--- src/rtl/uart_rx_param_if.sv ---
// Receive-side handshake bundle for uart_rx_param: serial input, delivered word with status,
// and the consumer's ready. The receiver is the master; the consumer is the slave.
`timescale 1ns/1ps
interface uart_rx_param_if #(
    parameter int DATA_BITS = 8
);
    logic                 rxd;
    logic [DATA_BITS-1:0] rx_data;
    logic                 rx_valid;
    logic                 rx_ready;
    logic                 frame_err;
    logic                 parity_err;
    logic                 overrun;
    logic                 busy;

    modport master (
        input  rxd, rx_ready,
        output rx_data, rx_valid, frame_err, parity_err, overrun, busy
    );

    modport slave (
        output rxd, rx_ready,
        input  rx_data, rx_valid, frame_err, parity_err, overrun, busy
    );
endinterface

--- src/rtl/uart_rx_param.sv ---
// Parametrised UART receiver: oversampled rxd, 3-sample mid-bit majority vote, 5-9 data bits,
// optional parity, 1/2 stop bits, valid/ready output register with frame/parity/overrun status.
`timescale 1ns/1ps
module uart_rx_param #(
    parameter int CLK_PER_TICK = 27,
    parameter int OS           = 16,
    parameter int DATA_BITS    = 8,
    parameter int PARITY       = 0,
    parameter int STOP_BITS    = 1
) (
    input  logic            clk,
    input  logic            rst,
    uart_rx_param_if.master bus
);
    localparam int TCW = (CLK_PER_TICK > 1) ? $clog2(CLK_PER_TICK) : 1;
    localparam int OSW = $clog2(OS);

    localparam logic [TCW-1:0] TICK_LAST = TCW'(CLK_PER_TICK - 1);
    localparam logic [OSW-1:0] OS_LAST   = OSW'(OS - 1);
    localparam logic [OSW-1:0] OS_V0     = OSW'(OS / 2 - 1);
    localparam logic [OSW-1:0] OS_V1     = OSW'(OS / 2);
    localparam logic [OSW-1:0] OS_SAMPLE = OSW'(OS / 2 + 1);
    localparam logic [3:0]     DATA_LAST = 4'(DATA_BITS - 1);
    localparam logic [3:0]     STOP_LAST = 4'(STOP_BITS - 1);

    typedef enum logic [2:0] {S_IDLE, S_START, S_DATA, S_PARITY, S_STOP} state_t;

    state_t               r_state;
    logic                 r_sync1, r_sync2, r_rxs_d;
    logic [TCW-1:0]       r_tick_cnt;
    logic [OSW-1:0]       r_os_cnt;
    logic [3:0]           r_bit_cnt;
    logic                 r_v0, r_v1;
    logic [DATA_BITS-1:0] r_shift;
    logic                 r_ferr, r_perr;
    logic [DATA_BITS-1:0] r_data;
    logic                 r_valid, r_frame_err, r_parity_err, r_overrun, r_busy;

    logic w_rxs, w_fall, w_tick, w_vote, w_sample, w_bit_end, w_done;

    // NOTE: the synchroniser and edge-detect flops reset to the idle level (1) so that leaving
    // reset never looks like a falling start edge.
    always_ff @(posedge clk or posedge rst) begin
        if (rst) begin
            r_sync1 <= 1'b1;
            r_sync2 <= 1'b1;
            r_rxs_d <= 1'b1;
        end else begin
            r_sync1 <= bus.rxd;
            r_sync2 <= r_sync1;
            r_rxs_d <= r_sync2;
        end
    end

    assign w_rxs     = r_sync2;
    assign w_fall    = r_rxs_d & ~r_sync2;
    assign w_tick    = (r_tick_cnt == TICK_LAST);
    assign w_vote    = (r_v0 & r_v1) | (r_v0 & w_rxs) | (r_v1 & w_rxs);
    assign w_sample  = w_tick && (r_os_cnt == OS_SAMPLE);
    assign w_bit_end = w_tick && (r_os_cnt == OS_LAST);
    assign w_done    = (r_state == S_STOP) && w_sample && (r_bit_cnt == STOP_LAST);

    // NOTE: every register here is state, so all updates are non-blocking; later assignments
    // in the same clock (e.g. counter restart on a start edge) override the default ones.
    always_ff @(posedge clk or posedge rst) begin
        if (rst) begin
            r_state      <= S_IDLE;
            r_tick_cnt   <= '0;
            r_os_cnt     <= '0;
            r_bit_cnt    <= '0;
            r_v0         <= 1'b1;
            r_v1         <= 1'b1;
            r_shift      <= '0;
            r_ferr       <= 1'b0;
            r_perr       <= 1'b0;
            r_data       <= '0;
            r_valid      <= 1'b0;
            r_frame_err  <= 1'b0;
            r_parity_err <= 1'b0;
            r_overrun    <= 1'b0;
            r_busy       <= 1'b0;
        end else begin
            r_overrun  <= 1'b0;
            r_tick_cnt <= w_tick ? '0 : r_tick_cnt + 1'b1;
            if (w_tick) begin
                r_os_cnt <= (r_os_cnt == OS_LAST) ? '0 : r_os_cnt + 1'b1;
                if (r_os_cnt == OS_V0) r_v0 <= w_rxs;
                if (r_os_cnt == OS_V1) r_v1 <= w_rxs;
            end

            case (r_state)
                S_IDLE: begin
                    if (w_fall) begin
                        r_state    <= S_START;
                        r_busy     <= 1'b1;
                        r_tick_cnt <= '0;
                        r_os_cnt   <= '0;
                        r_ferr     <= 1'b0;
                        r_perr     <= 1'b0;
                    end
                end
                S_START: begin
                    if (w_sample && w_vote) begin
                        r_state <= S_IDLE;
                        r_busy  <= 1'b0;
                    end else if (w_bit_end) begin
                        r_state   <= S_DATA;
                        r_bit_cnt <= '0;
                    end
                end
                S_DATA: begin
                    if (w_sample) r_shift <= {w_vote, r_shift[DATA_BITS-1:1]};
                    if (w_bit_end) begin
                        if (r_bit_cnt == DATA_LAST) begin
                            r_bit_cnt <= '0;
                            r_state   <= (PARITY != 0) ? S_PARITY : S_STOP;
                        end else begin
                            r_bit_cnt <= r_bit_cnt + 4'd1;
                        end
                    end
                end
                S_PARITY: begin
                    if (w_sample)
                        r_perr <= (PARITY == 1) ? (^{r_shift, w_vote}) : ~(^{r_shift, w_vote});
                    if (w_bit_end) r_state <= S_STOP;
                end
                S_STOP: begin
                    // The last stop bit ends the frame at its sample point so the next start
                    // edge can be caught even when frames arrive back to back.
                    if (w_sample) begin
                        if (r_bit_cnt == STOP_LAST) begin
                            r_state <= S_IDLE;
                            r_busy  <= 1'b0;
                        end else begin
                            r_ferr <= r_ferr | ~w_vote;
                        end
                    end
                    if (w_bit_end) r_bit_cnt <= r_bit_cnt + 4'd1;
                end
                default: begin
                    r_state <= S_IDLE;
                    r_busy  <= 1'b0;
                end
            endcase

            if (w_done) begin
                if (!r_valid || bus.rx_ready) begin
                    r_data       <= r_shift;
                    r_frame_err  <= r_ferr | ~w_vote;
                    r_parity_err <= r_perr;
                    r_valid      <= 1'b1;
                end else begin
                    r_overrun <= 1'b1;
                end
            end else if (r_valid && bus.rx_ready) begin
                r_valid <= 1'b0;
            end
        end
    end

    assign bus.rx_data    = r_data;
    assign bus.rx_valid   = r_valid;
    assign bus.frame_err  = r_frame_err;
    assign bus.parity_err = r_parity_err;
    assign bus.overrun    = r_overrun;
    assign bus.busy       = r_busy;
endmodule
--- src/flat_wrapper.sv ---
// flat-port wrapper written by rule: the top's interface ports become plain ports
module uart_rx_param_flat 
#(
    parameter int CLK_PER_TICK = 27,
    parameter int OS           = 16,
    parameter int DATA_BITS    = 8,
    parameter int PARITY       = 0,
    parameter int STOP_BITS    = 1
)
  (clk, rst, bus_rxd, bus_rx_ready, bus_rx_data, bus_rx_valid, bus_frame_err, bus_parity_err, bus_overrun, bus_busy);
  uart_rx_param_if #(.DATA_BITS(DATA_BITS)) bus_i ();
  input  logic clk;
  input  logic rst;
  input wire logic [$bits(bus_i.rxd)-1:0] bus_rxd;
  input wire logic [$bits(bus_i.rx_ready)-1:0] bus_rx_ready;
  output wire logic [$bits(bus_i.rx_data)-1:0] bus_rx_data;
  output wire logic [$bits(bus_i.rx_valid)-1:0] bus_rx_valid;
  output wire logic [$bits(bus_i.frame_err)-1:0] bus_frame_err;
  output wire logic [$bits(bus_i.parity_err)-1:0] bus_parity_err;
  output wire logic [$bits(bus_i.overrun)-1:0] bus_overrun;
  output wire logic [$bits(bus_i.busy)-1:0] bus_busy;
  assign bus_i.rxd = bus_rxd;
  assign bus_i.rx_ready = bus_rx_ready;
  assign bus_rx_data = bus_i.rx_data;
  assign bus_rx_valid = bus_i.rx_valid;
  assign bus_frame_err = bus_i.frame_err;
  assign bus_parity_err = bus_i.parity_err;
  assign bus_overrun = bus_i.overrun;
  assign bus_busy = bus_i.busy;
  uart_rx_param #(.CLK_PER_TICK(CLK_PER_TICK), .OS(OS), .DATA_BITS(DATA_BITS), .PARITY(PARITY), .STOP_BITS(STOP_BITS)) u_core (.clk(clk), .rst(rst), .bus(bus_i));
endmodule
--- config.mk ---
export PLATFORM = sky130hd
export DESIGN_NAME = uart_rx_param_flat
export DESIGN_NICKNAME = d
export VERILOG_FILES = /design/src/rtl/uart_rx_param_if.sv /design/src/rtl/uart_rx_param.sv /design/src/flat_wrapper.sv
export SDC_FILE = /design/constraint.sdc
export NUM_CORES = 1
export LEC_CHECK = 0
export CAP_MARGIN = 10
export CORE_MARGIN = 2
export CORE_UTILIZATION = 50
export CTS_CLUSTER_DIAMETER = 200
export DETAILED_ROUTE_END_ITERATION = 10
export GPL_ROUTABILITY_DRIVEN = 1
export PLACE_DENSITY_LB_ADDON = 0.05
export SLEW_MARGIN = 20
export SYNTH_ARGS = -nofsm -noshare
export SYNTH_HDL_FRONTEND = slang
export SYNTH_SLANG_ARGS = --single-unit
--- constraint.sdc ---
create_clock -name clk -period 1.8 [get_ports clk]
set_input_delay 0.36 -clock clk [delete_from_list [all_inputs] [get_ports clk]]
set_output_delay 0.36 -clock clk [all_outputs]
set_load 0.05 [all_outputs]
==> flow_summary.toml, run 1 <==
[min_path]
hold_path_class = "reg2reg"

[timing]
final_hold_viol_count = 0
finalMaxSlewViolations = 0
setup_slack_ns = -0.1088
finClkSkew_ns = 0.009407
tightest_slew_ns = 0.7032
period_needed_ns = 1.909
fmax_mhz = 523.9
fin_setup_tns_ns = -1.693
slew_headroom_pct = 52.69
grt_setup_unrepaired = "true"
finalCritPeriodShare_pct = 106.0
setup_viol = 19

[grt]
grt_max_degree = 25
grt_pass1_wl_mm = 7.169
grt_pass1_vias = 1575
overflow = 0
antenna_found_initial = 0
grt_use_total_pct = 18.44

[clock_tree]
cts_made_buffers = 5
clock-sinks = 44
cts_root_buffer = "clkbuf_8"
path_clk_slew_ns = 0.08
clk_latency_ns = 0.29
tritoncts = "built"
hold_buffers = 0
ctsLongestPathBuffers = 2
cts_max_level = 2

[floorplanning]
rows = 23
die_y_um = 69.74
initial_utilization_pct = 52.88
die-area_sq_mm = 0.004864
coreArea_sq_mm = 0.004086
die_w_um = 69.74
io_pins = 17

[final_layout]
fillers = 317
drive_gt1_share_pct = 40.61
utilization_pct = 67.88
final_nets = 239
area_growth_pct = 28.37
diodes = 0
stdcell_area_sq_mm = 0.002774

[worst_setup_path]
worstPathRequired_ns = 1.98
cp.arrival_ns = 2.09
reg2reg_slack_ns = -0.11
criticalPathCategory = "reg2reg"
cp_max_fo = 8
endpoint_kind = "flip-flop"
worst_setup_path_start_kind = "flip-flop"

[place]
dp_hpwl_mm = 2.977
io_buffer_count = 16
routabilityCongestion = 0.8303
place_area_sq_mm = 0.002490

[drt]
wl_per_cell_um = 15.39
drt_iter0_drc = 67
drc = 0
routed_wl_mm = 4.293
vias = 1532
first_pass_iters = 4
routed_via_density = 5.491
ant_nets = 0

[pwr]
vdd_ir_drop_max_mv = 0.6778
p_leak_nw = 1.320
p_per_area_mw_per_mm2 = 816.1

[synth]
syn_avg_cell_area_sq_um = 11.87
yosysSeqAreaShare_pct = 51.24
synth_top_cells_by_count = "dfrtp_1 (39), mux2_2 (12), nor2_1 (12)"
async_flop_share_pct = 100.0
yosysTopAreaCell = "dfrtp_1"
ys_ff_latch = 44
synth_area_sq_mm = 0.002161
synth_most_common_cell = "dfrtp_1"
syn-num-nets = 193
synth_top_cells_by_area = "dfrtp_1 (45%), mux2_2 (6.3%), dfstp_2 (6.1%)"
synthCells = 182
synthDistinctLibCells = 45
synth.top_cell.area_share_pct = 45.17
synth-warning-count = 0
ys.flop_type = "dfrtp_1"
synth_edf_count = 0

[outcome]
violations = "setup timing"
status = "complete, but fails checks"

[run]
cap_violations = 0
-- flip-flops by register name, summed over array words and instances (netlist names) --
signal,flops
u_core.r_v0,1
u_core.r_perr,1
u_core.r_tick_cnt,5
u_core.bus.overrun,1
u_core.r_sync1,1
u_core.r_shift,8
u_core.bus.parity_err,1
u_core.bus.rx_valid,1
u_core.r_rxs_d,1
u_core.bus.busy,1
u_core.r_state,3
u_core.r_v1,1
u_core.r_ferr,1
u_core.bus.rx_data,8
u_core.bus.frame_err,1
u_core.r_sync2,1
u_core.r_bit_cnt,4
u_core.r_os_cnt,4
-- critical path, cell delays in order (launching register included) --
cell and delay (ns):
dfrtp_1 0.38, inv_1 0.07, ha_1 0.13, and4b_2 0.28
buf_4 0.13, nand3_4 0.05, or3_4 0.43, mux2_4 0.32
-- repair_timing --
item,4_1_cts,5_1_grt
setup endpoints to repair,22,29
gates cloned,1,0
pin swaps,5,7
gates resized for setup,17,23
buffers inserted,4,3
-- layout by cell type (no fill, tap or decap), types with 2 or more instances in the layout --
master            n
dfstp_2           5
mux2_4           18
buf_4            40
inv_1            10
mux2_2            2
o21ai_0           3
nand3_1           6
nand2_1           6
nor3b_2           2
xnor2_1           8
a21oi_2           2
o21ai_1           5
xor2_1            4
clkdlybuf4s50_1   3
clkbuf_8          5
nor2_1           12
a21oi_1           2
buf_6             2
o22ai_1           2
clkbuf_1          2
dfrtp_1          39
and3_1            2
nand4b_1          3
or4_4             2
nand2b_1          8
ha_1              7
-- routing by layer --
| metal | vias to the layer above | global-route usage (%) | wire length, um |
|---|---|---|---|
| li1 | 735 | - | - |
| met1 | 764 | 23.79 | 2027 |
| met2 | 25 | 31.20 | 2082 |
| met3 | 8 | 3.634 | 123 |
| met4 | 0 | 6.197 | 59 |
| met5 | - | 0 | 0 |
-- cell families after synthesis --
logic type,Yosys count,synth area share [%]
AOI/OAI and AO/OA,25,7.644
xor gates and xnor gates,13,5.906
adders and majority gates,8,4.516
buffers and inverters,17,3.648
DFF,44,51.25
muxes,20,11.81
and+or+nand+nor,55,15.23
-- cell type report --
type / count / area (sq um) / area share, %
multi-input combinational: 121 / 1104 / 39.78
inverter: 11 / 41.29 / 1.488
clock buffer: 7 / 76.32 / 2.751
timing repair buffer: 45 / 352.8 / 12.72
clock inverter: 1 / 30.03 / 1.083
sequential: 44 / 1107 / 39.92
tap: 50 / 62.56 / 2.255
-- report_power, final --
part | internal (W) | switching, W
Clock | 0.000415 | 0.000315
Sequential | 0.00107 | 0.0000597
Combinational | 0.000194 | 0.000210
-- metrics by stage --
step | hold slack (ns) | setup WS (ns) | cells | total power, W
after floorplan | 0.3452 | -0.01167 | 182 | 0.001374
after global placement | 0.3478 | -0.1275 | 265 | 0.001505
after detailed placement | 0.3494 | -0.1705 | 265 | 0.001528
after CTS | 0.3605 | -0.1337 | 278 | 0.002268
after global routing | 0.3666 | -0.1893 | 279 | 0.002387
final | 0.3586 | -0.1088 | 279 | 0.002264
-- final timing paths --
kind	startpoint	to	cells after the start
worst max-delay path	u_core.r_tick_cnt[0]	u_core.r_shift[7]	7
worst min-delay path	u_core.r_sync1	u_core.r_sync2	0
worst max register to register	u_core.r_tick_cnt[0]	u_core.r_shift[7]	7
worst min register to register	u_core.r_sync1	u_core.r_sync2	0
max in group asynchronous	rst	u_core.r_v0	3
min in group asynchronous	rst	u_core.r_tick_cnt[0]	3
No activity file was read; power rests on OpenSTA's default activity.
==> run 2, diff against run 1 <==
Settings changed: HOLD_SLACK_MARGIN set to 0.08.
==> results of run 2 <==
Same layout as run 1: the final DEF is identical, and so are final timing and power.
